--- src/rtl/fifo_pkg.sv ---
// -----------------------------------------------------------------------------
// fifo_pkg
//   Shared definitions for the write-side FIFO: default geometry, the pointer
//   type and the full/empty pointer comparisons. The controller and the buffer
//   both call these functions, so they agree on what "full" and "empty" mean.
//
//   Pointers carry one extra wrap bit above the memory index:
//     empty : pointers identical
//     full  : index bits identical, wrap bits different
// -----------------------------------------------------------------------------
package fifo_pkg;

    localparam int DATA_WIDTH_DEF = 16;
    localparam int DEPTH_DEF      = 8;
    localparam int ADDR_WIDTH_DEF = $clog2(DEPTH_DEF);

    // Pointer for the default geometry: index bits plus the wrap bit.
    typedef logic [ADDR_WIDTH_DEF:0] ptr_t;

    // Width-generic helpers: pointers arrive zero-extended to 32 bits and aw
    // is the index width, so any power-of-two DEPTH can share them.
    function automatic logic ptr_empty(input logic [31:0] wp,
                                       input logic [31:0] rp,
                                       input int          aw);
        logic [31:0] mask;
        mask = (32'd1 << (aw + 1)) - 32'd1;
        return ((wp ^ rp) & mask) == 32'd0;
    endfunction

    function automatic logic ptr_full(input logic [31:0] wp,
                                      input logic [31:0] rp,
                                      input int          aw);
        logic [31:0] mask;
        mask = (32'd1 << (aw + 1)) - 32'd1;
        // Only the wrap bit may differ.
        return ((wp ^ rp) & mask) == (32'd1 << aw);
    endfunction

endpackage

--- src/rtl/fifo_mem.sv ---
// -----------------------------------------------------------------------------
// fifo_mem
//   Simple dual-port RAM: one synchronous write port and one registered read
//   port. The storage array is not reset; only the read data register is.
//
// Ports
//   clk    in   1            clock, rising edge
//   rst    in   1            synchronous reset, active high (read register only)
//   we     in   1            write enable
//   waddr  in   ADDR_WIDTH   write index
//   wdata  in   DATA_WIDTH   write data
//   re     in   1            read enable; rdata updates on the next edge
//   raddr  in   ADDR_WIDTH   read index
//   rdata  out  DATA_WIDTH   registered read data, holds when re is low
// -----------------------------------------------------------------------------
module fifo_mem #(
    parameter int DATA_WIDTH = 16,
    parameter int DEPTH      = 8,
    parameter int ADDR_WIDTH = $clog2(DEPTH)
) (
    input  logic                  clk,
    input  logic                  rst,
    input  logic                  we,
    input  logic [ADDR_WIDTH-1:0] waddr,
    input  logic [DATA_WIDTH-1:0] wdata,
    input  logic                  re,
    input  logic [ADDR_WIDTH-1:0] raddr,
    output logic [DATA_WIDTH-1:0] rdata
);

    logic [DATA_WIDTH-1:0] mem_q [DEPTH];
    logic [DATA_WIDTH-1:0] rdata_q;
    logic [DATA_WIDTH-1:0] rdata_d;

    always_comb begin
        rdata_d = rdata_q;
        if (re) begin
            rdata_d = mem_q[raddr];
        end
    end

    // Array has no reset so it can map onto RAM primitives.
    always_ff @(posedge clk) begin
        if (we) begin
            mem_q[waddr] <= wdata;
        end
    end

    always_ff @(posedge clk) begin
        if (rst) begin
            rdata_q <= '0;
        end else begin
            rdata_q <= rdata_d;
        end
    end

    assign rdata = rdata_q;

endmodule

--- src/rtl/fifo_buffer.sv ---
// -----------------------------------------------------------------------------
// fifo_buffer
//   Circular-buffer storage and pointer datapath for the write-side FIFO.
//   Stores write beats in a DEPTH-entry memory and returns them in order.
//   Provides full/empty to the controller, plus occupancy and error pulses.
//
// Ports
//   clk     in   1             clock, rising edge
//   rst     in   1             synchronous reset, active high; wins over requests
//   wen     in   1             write request
//   wdata   in   DATA_WIDTH    write data, sampled when the write is accepted
//   ren     in   1             read request
//   rdata   out  DATA_WIDTH    registered read data
//   rvalid  out  1             rdata holds a word popped on the previous edge
//   full    out  1             DEPTH words stored
//   empty   out  1             no words stored
//   count   out  ADDR_WIDTH+1  occupancy, 0..DEPTH
//   wr_err  out  1             one-cycle pulse: wen seen while full (write dropped)
//   rd_err  out  1             one-cycle pulse: ren seen while empty (read ignored)
//
// Request semantics: wen/ren are requests, full/empty are the matching
// not-ready indications. A write is accepted on an edge where wen && !full,
// a read on an edge where ren && !empty; requests that are not accepted are
// dropped (not held) and flagged by wr_err/rd_err on the following cycle.
// full/empty come from registered pointers, so a write into an empty FIFO is
// never read through in the same cycle.
// -----------------------------------------------------------------------------
module fifo_buffer
    import fifo_pkg::*;
#(
    parameter int DATA_WIDTH = DATA_WIDTH_DEF,
    parameter int DEPTH      = DEPTH_DEF,
    parameter int ADDR_WIDTH = $clog2(DEPTH)
) (
    input  logic                  clk,
    input  logic                  rst,
    input  logic                  wen,
    input  logic [DATA_WIDTH-1:0] wdata,
    input  logic                  ren,
    output logic [DATA_WIDTH-1:0] rdata,
    output logic                  rvalid,
    output logic                  full,
    output logic                  empty,
    output logic [ADDR_WIDTH:0]   count,
    output logic                  wr_err,
    output logic                  rd_err
);

    logic [ADDR_WIDTH:0] wr_ptr_q, wr_ptr_d;
    logic [ADDR_WIDTH:0] rd_ptr_q, rd_ptr_d;
    logic [ADDR_WIDTH:0] count_q, count_d;
    logic                rvalid_q, rvalid_d;
    logic                wr_err_q, wr_err_d;
    logic                rd_err_q, rd_err_d;

    logic                wr_acc;
    logic                rd_acc;
    logic                full_w;
    logic                empty_w;

    assign full_w  = ptr_full(32'(wr_ptr_q), 32'(rd_ptr_q), ADDR_WIDTH);
    assign empty_w = ptr_empty(32'(wr_ptr_q), 32'(rd_ptr_q), ADDR_WIDTH);

    always_comb begin
        wr_acc   = wen && !full_w;
        rd_acc   = ren && !empty_w;

        // Pointer width is ADDR_WIDTH+1, so the increment wraps mod 2*DEPTH
        // and toggles the wrap bit when the index rolls over.
        wr_ptr_d = wr_ptr_q;
        rd_ptr_d = rd_ptr_q;
        if (wr_acc) begin
            wr_ptr_d = wr_ptr_q + 1'b1;
        end
        if (rd_acc) begin
            rd_ptr_d = rd_ptr_q + 1'b1;
        end

        count_d = count_q;
        case ({wr_acc, rd_acc})
            2'b10:   count_d = count_q + 1'b1;
            2'b01:   count_d = count_q - 1'b1;
            default: count_d = count_q;
        endcase

        rvalid_d = rd_acc;
        wr_err_d = wen && full_w;
        rd_err_d = ren && empty_w;
    end

    always_ff @(posedge clk) begin
        if (rst) begin
            wr_ptr_q <= '0;
            rd_ptr_q <= '0;
            count_q  <= '0;
            rvalid_q <= 1'b0;
            wr_err_q <= 1'b0;
            rd_err_q <= 1'b0;
        end else begin
            wr_ptr_q <= wr_ptr_d;
            rd_ptr_q <= rd_ptr_d;
            count_q  <= count_d;
            rvalid_q <= rvalid_d;
            wr_err_q <= wr_err_d;
            rd_err_q <= rd_err_d;
        end
    end

    // Memory ports are gated with rst so a reset edge neither stores a word
    // nor updates rdata from stale storage.
    fifo_mem #(
        .DATA_WIDTH (DATA_WIDTH),
        .DEPTH      (DEPTH),
        .ADDR_WIDTH (ADDR_WIDTH)
    ) u_mem (
        .clk   (clk),
        .rst   (rst),
        .we    (wr_acc && !rst),
        .waddr (wr_ptr_q[ADDR_WIDTH-1:0]),
        .wdata (wdata),
        .re    (rd_acc && !rst),
        .raddr (rd_ptr_q[ADDR_WIDTH-1:0]),
        .rdata (rdata)
    );

    assign rvalid = rvalid_q;
    assign full   = full_w;
    assign empty  = empty_w;
    assign count  = count_q;
    assign wr_err = wr_err_q;
    assign rd_err = rd_err_q;

endmodule

--- config.mk ---
export PLATFORM = sky130hd
export DESIGN_NAME = fifo_buffer
export DESIGN_NICKNAME = d
export VERILOG_FILES = /design/src/rtl/fifo_pkg.sv /design/src/rtl/fifo_mem.sv /design/src/rtl/fifo_buffer.sv
export SDC_FILE = /design/constraint.sdc
export NUM_CORES = 1
export LEC_CHECK = 0
export CORE_MARGIN = 5
export CORE_UTILIZATION = 60
export CTS_BUF_LIST = sky130_fd_sc_hd__clkbuf_2 sky130_fd_sc_hd__clkbuf_4 sky130_fd_sc_hd__clkbuf_8
export DETAILED_ROUTE_END_ITERATION = 8
export PLACE_DENSITY = 0.84
export SLEW_MARGIN = 5
export SYNTH_ARGS = -nofsm -noshare
export SYNTH_HDL_FRONTEND = slang
export SYNTH_SLANG_ARGS = --single-unit
--- constraint.sdc ---
create_clock -name clk -period 3.57 [get_ports clk]
set_clock_uncertainty 0.15 [all_clocks]
set_input_delay 0.8925 -clock clk [delete_from_list [all_inputs] [get_ports clk]]
set_output_delay 0.8925 -clock clk [all_outputs]
set_load 0.01 [all_outputs]
* Word level (Yosys, flattened, before mapping)
Memories as Yosys holds them, arrays and structs flattened. A register that Yosys moved wholly into a read port is not among the register bits.
Index checks and enable logic that the tools add are counted.
** Word-level totals
- Input port bits :: 20
- Memories kept :: 1
- Word-level logic and storage cells :: 29
- Memory bits (writable) :: 128
- Flip-flop bits (word level) :: 15
- Output and inout port bits :: 25
** Cells by class
- Add/sub/neg operators :: 4
- Bitwise logic cells :: 1
- Reductions and logical operators :: 11
- Equal/unequal tests :: 3
- Multiplexer cells :: 3
** Memories
- u_mem.mem_q :: depth 8, width 16, read ports 1, clocked after memory_dff 1, write ports 1, RTL line fifo_mem.sv:31 : logic [DATA_WIDTH-1:0] mem_q [DEPTH];
** Operators with widths (count)
- 32-bit logical NOT :: 1
- 4-bit by 1-bit adder with 4-bit output (second input constant) :: 3
- 4-bit one-hot mux with 2 select lines :: 1
- 1-bit logical AND :: 6
- 4-bit == test (second input constant) :: 1
- 4-bit by 1-bit subtractor with 4-bit output (second input constant) :: 1
- 4-bit bitwise XOR :: 1
- 1-bit logical NOT :: 3
- 2-bit by 1-bit == test with 1-bit output (second input constant) :: 1
- 2-bit == test (second input constant) :: 1
- 1-bit 2-to-1 mux :: 2
- 2-bit nonzero test :: 1

* Logic depth before layout (Yosys ltp)
- Word-level depth :: 7
- Depth in mapped cells :: 11
- Depth with buffers taken out :: 10

* Hierarchy
Synthesis repeated with hierarchy kept, for this count alone.
** Second synthesis, totals
- Cell total of the unflattened synthesis :: 396
- Area, all modules :: 6374.9 um^2
** Modules (own cells, without submodules)
- fifo_mem :: sequential area each 4164.0 um^2, cells an instance 307, instances 1, area each 5570.3 um^2
- fifo_buffer :: sequential area each 300.3 um^2, cells an instance 89, instances 1, area each 804.5 um^2

* Worst setup path before layout
OpenSTA, ideal clock, no wires.
- Path type :: in2reg
- Start point :: input port rst
- End point :: memory u_mem.mem_q[0][0] (enable)
- Buffers on the path :: 1
- Cell stages on the path :: 4
- Arrival time :: 2.734 ns
- Setup slack :: 0.277 ns
- Data required time :: 3.011 ns
- Setup time :: 0.409 ns
- Cell sequence :: clkbuf_1 -> or2_2 -> or2_1 -> nor3_1
** On the way
- Longest elaborated chain between the ends :: 4
** RTL lines
- start, declared :: RTL line fifo_buffer.sv:36 : input logic rst,
- 1-bit logical NOT :: RTL line fifo_buffer.sv:118 : .we (wr_acc && !rst),
- 1-bit logical AND :: RTL line fifo_buffer.sv:118
- 1-bit 2-to-1 mux :: RTL line fifo_mem.sv:44 : if (we) begin
- 1-bit 2-to-1 mux (not written as such) :: RTL line fifo_mem.sv:45 : mem_q[waddr] <= wdata;
- end, declared :: RTL line fifo_mem.sv:31
Every way passes these cells.

* Worst setup path after layout
- Start point :: register wr_ptr_q[0]
- End point :: output port empty
** On the way
- Longest elaborated chain between the ends :: 2
** RTL lines
- start, declared :: RTL line fifo_buffer.sv:49 : logic [ADDR_WIDTH:0] wr_ptr_q, wr_ptr_d;
- start signal, assigned :: RTL line fifo_buffer.sv:100 : wr_ptr_q <= wr_ptr_d;
- 4-bit bitwise XOR :: RTL line fifo_pkg.sv:27 : return ((wp ^ rp) & mask) == 32'd0;
- 32-bit logical NOT :: RTL line fifo_pkg.sv:27
- end, declared :: RTL line fifo_buffer.sv:43 : output logic empty,
Every way passes these cells.

==> metrics.md <==
| Metric | Value |
|---|---|
| Status | `completed` |
| Post-route insts no fill | `532` |
| Max incr delay on CP | `620 ps` |
| # Post-CTS Setup Buffers | `0` |
| Final worst slack | `between 200 and 300 ps` |
| Seq/Total Area, Yosys | `between 70 and 80%` |
| Setup TNS Final | `0 ps` |
| Fin crit share | `between 90 and 100%` |
| Vias/cell | `5.89` |
| Ranking of synthesized cells by area | `edfxtp_1 62%, mux4_2 12%, dfxtp_1 10%` |
| Routed WL | `11800 um` |
| Worst IR Drop VDD | `0.000310 V` |
| Commonest non-fill, non-tap cells in the layout | `128 x edfxtp_1, 44 x clkdlybuf4s50_1, 32 x mux4_2` |
| Synth warnings | `0` |
| Core area | `around 10000 sq um` |
| Antenna violations before repair | `0` |
| Port bufs | `between 40 and 50` |
| Worst Hold Class | `reg -> reg` |
| DP HPWL | `6990 um` |
| Top_reg_cell synth | `edfxtp_1` |
| Antenna Cells | `0` |
| Top-area cell type share of the netlist area | `between 60% and 70%` |
| Post-CTS Hold Fix Bufs | `0` |
| Max_cap viols | `0` |
| Leak | `2.42 nW` |
| Family with the most delay on the worst path | `flip-flops` |
| Max clock buf depth | `2` |
| Setup violations, final | `0` |
| Setup CP Type | `reg -> out` |
| Die H | `between 100 and 150 um` |
| Vias in the first global route | `3324` |
| Top Ports | `45` |
| First-pass GRT wire length | `18500 um` |
| Worst-Margin Slew | `850 ps` |
| Nature of the critical path endpoint | `output pin` |
| DRT antenna net count | `0` |
| Clk Latency, worst-skew pair | `440 ps` |
| Most common cell after layout, fill and taps aside | `edfxtp_1` |
| Pwr/cell area | `567 nW/um^2` |
| Chip width | `112 um` |
| Reg2Reg Depth | `8` |
| EDFF count, synth | `128` |
| Slowest-stage cell, CP | `dfxtp_1` |
| Fin util | `71.4%` |
| GPL Wtd Cong | `0.723` |
| Post-route minimum period | `3310 ps` |
| Initial Util | `60.8%` |
| Clock transition at path regs | `80 ps` |
| Post-CTS Resized | `0` |
| CTS H-tree depth | `4` |
| Yosys cell types | `40` |
| Ratio of cells with drive above 1 in the final layout | `between 20% and 30%` |
| Pre-CTS setup slack | `380 ps` |
| Levels on crit path | `3` |
| Critical path, cell by cell | `xor2_2 > nor4_2 > clkdlybuf4s50_1` |
| Worst-path fanout max | `9` |
| Area Growth Syn to Fin | `17.5%` |
| DRC marker count from the first detailed-route iteration | `264` |
| Final hold violation count | `0` |
| Syn_nets | `344` |
| Largest net degree at the start of global routing | `36` |
| Final net count | `408` |
| Filler instances | `594` |
| Fraction of registers with async set/reset | `0%` |
| CTS Buf Count | `17` |
| Drt drc | `0` |
| Placed insts | `500` |
| Area of the mapped netlist | `6220 sq um` |
| Root buf cell | `clkbuf_8` |
| Worst setup SP type | `flop` |
| Fmax | `between 300 and 400 MHz` |
| Die ar. | `12500 sq um` |
| Hold path cells | `1` |
| GRT overflow | `0` |
| Synthesized flop and latch total | `about 160` |
| 1st-pass router iterations | `4` |
| Routed len/inst | `~22 um` |
| Worst slew margin | `a little over two fifths` |
| Post-Syn Area per Cell | `19.5 sq um` |
| Total track usage | `~20%` |
| Cell Rows | `37` |
| Pins over their slew limit | `0` |
| Bufs and invs on worst path | `1` |
| Sinks on Clock Net | `159` |
| Vias | `about 3100` |
| Critical Path RT | `approximately 2500 ps` |
| Crit path DAT | `2270 ps` |
| TritonCTS clock tree | `done` |
| Cell taking the most area after synthesis | `edfxtp_1` |
| Synth Instances | `between 300 and 400` |
| RSZ-0062 raised after global routing | `no` |
report_power, final:
part	internal (W)	switching [W]	leakage (nW)	total [W]
registers	0.00208	0.0000595	1.41	0.00213
logic	0.000302	0.000269	0.791	0.000570
clock network	0.000782	0.000654	0.216	0.00144
total	0.00316	0.000982	2.42	0.00414
synth_stat cells (2+ instances only):
master,instances
o21ai_0,6
buf_6,3
nand3_1,2
buf_4,2
mux2i_1,3
a22o_1,16
dfxtp_1,31
nand2_1,2
buf_2,5
o31ai_1,2
nor2b_1,3
ha_1,5
clkbuf_1,6
mux4_2,32
nand2b_1,3
a21oi_1,5
xor2_2,2
inv_1,4
or3_1,4
nor2_1,13
xor2_1,6
mux2_2,17
nor3_1,2
o41ai_4,2
edfxtp_1,128
area by class of cell:
cell class                 instances  area, sq um  area share (%)
clock inverter                    13          184            2.52
inverter                           4         15.0           0.205
sequential                       159         4470            61.1
clock buffer                      19          249            3.41
multi-input combinational        138         1630            22.3
tap                              136          170            2.33
timing repair buffer              63          596            8.15
cell families after synthesis:
| family | count (synthesis) | synth area share [%] |
|---|---|---|
| flops | 159 | 71.8 |
| fa+ha+maj | 5 | 1.01 |
| compound gates | 32 | 4.35 |
| xor+xnor | 10 | 1.95 |
| mux | 52 | 15.2 |
| buf+inv | 22 | 2.17 |
| simple gates | 39 | 3.58 |
through the flow:
step	hold WS, ps	instance area [sq um]	total power [W]
final	335	7310	0.00414
after global routing	348	7310	0.00431
after CTS	337	7310	0.00417
after detailed placement	316	6880	0.00275
after global placement	311	6880	0.00272
after floorplan	344	6220	0.00253
worst paths after layout:
kind                   from  slack (ps)              to
min reg2reg  u_mem.rdata[2]         340  u_mem.rdata[2]
max reg2reg     wr_ptr_q[0]         500        count[3]
max             wr_ptr_q[0]         260           empty
min          u_mem.rdata[2]         340  u_mem.rdata[2]
metal layers:
metal  GRT usage, %  part of all wire (%)
met1           25.5                    38
met2           33.8                    54
met3           5.00                   6.6
met4           6.41                  0.87
met5              0                     0
registers in the layout, indices dropped and copies added, names as in the netlist:
signal and cells:
u_mem.rdata 16, u_mem.mem_q 128, rd_ptr_q 4, rd_err 1, wr_err 1, count 4
wr_ptr_q 4, rvalid 1
No activity file was read; power rests on OpenSTA's default activity.
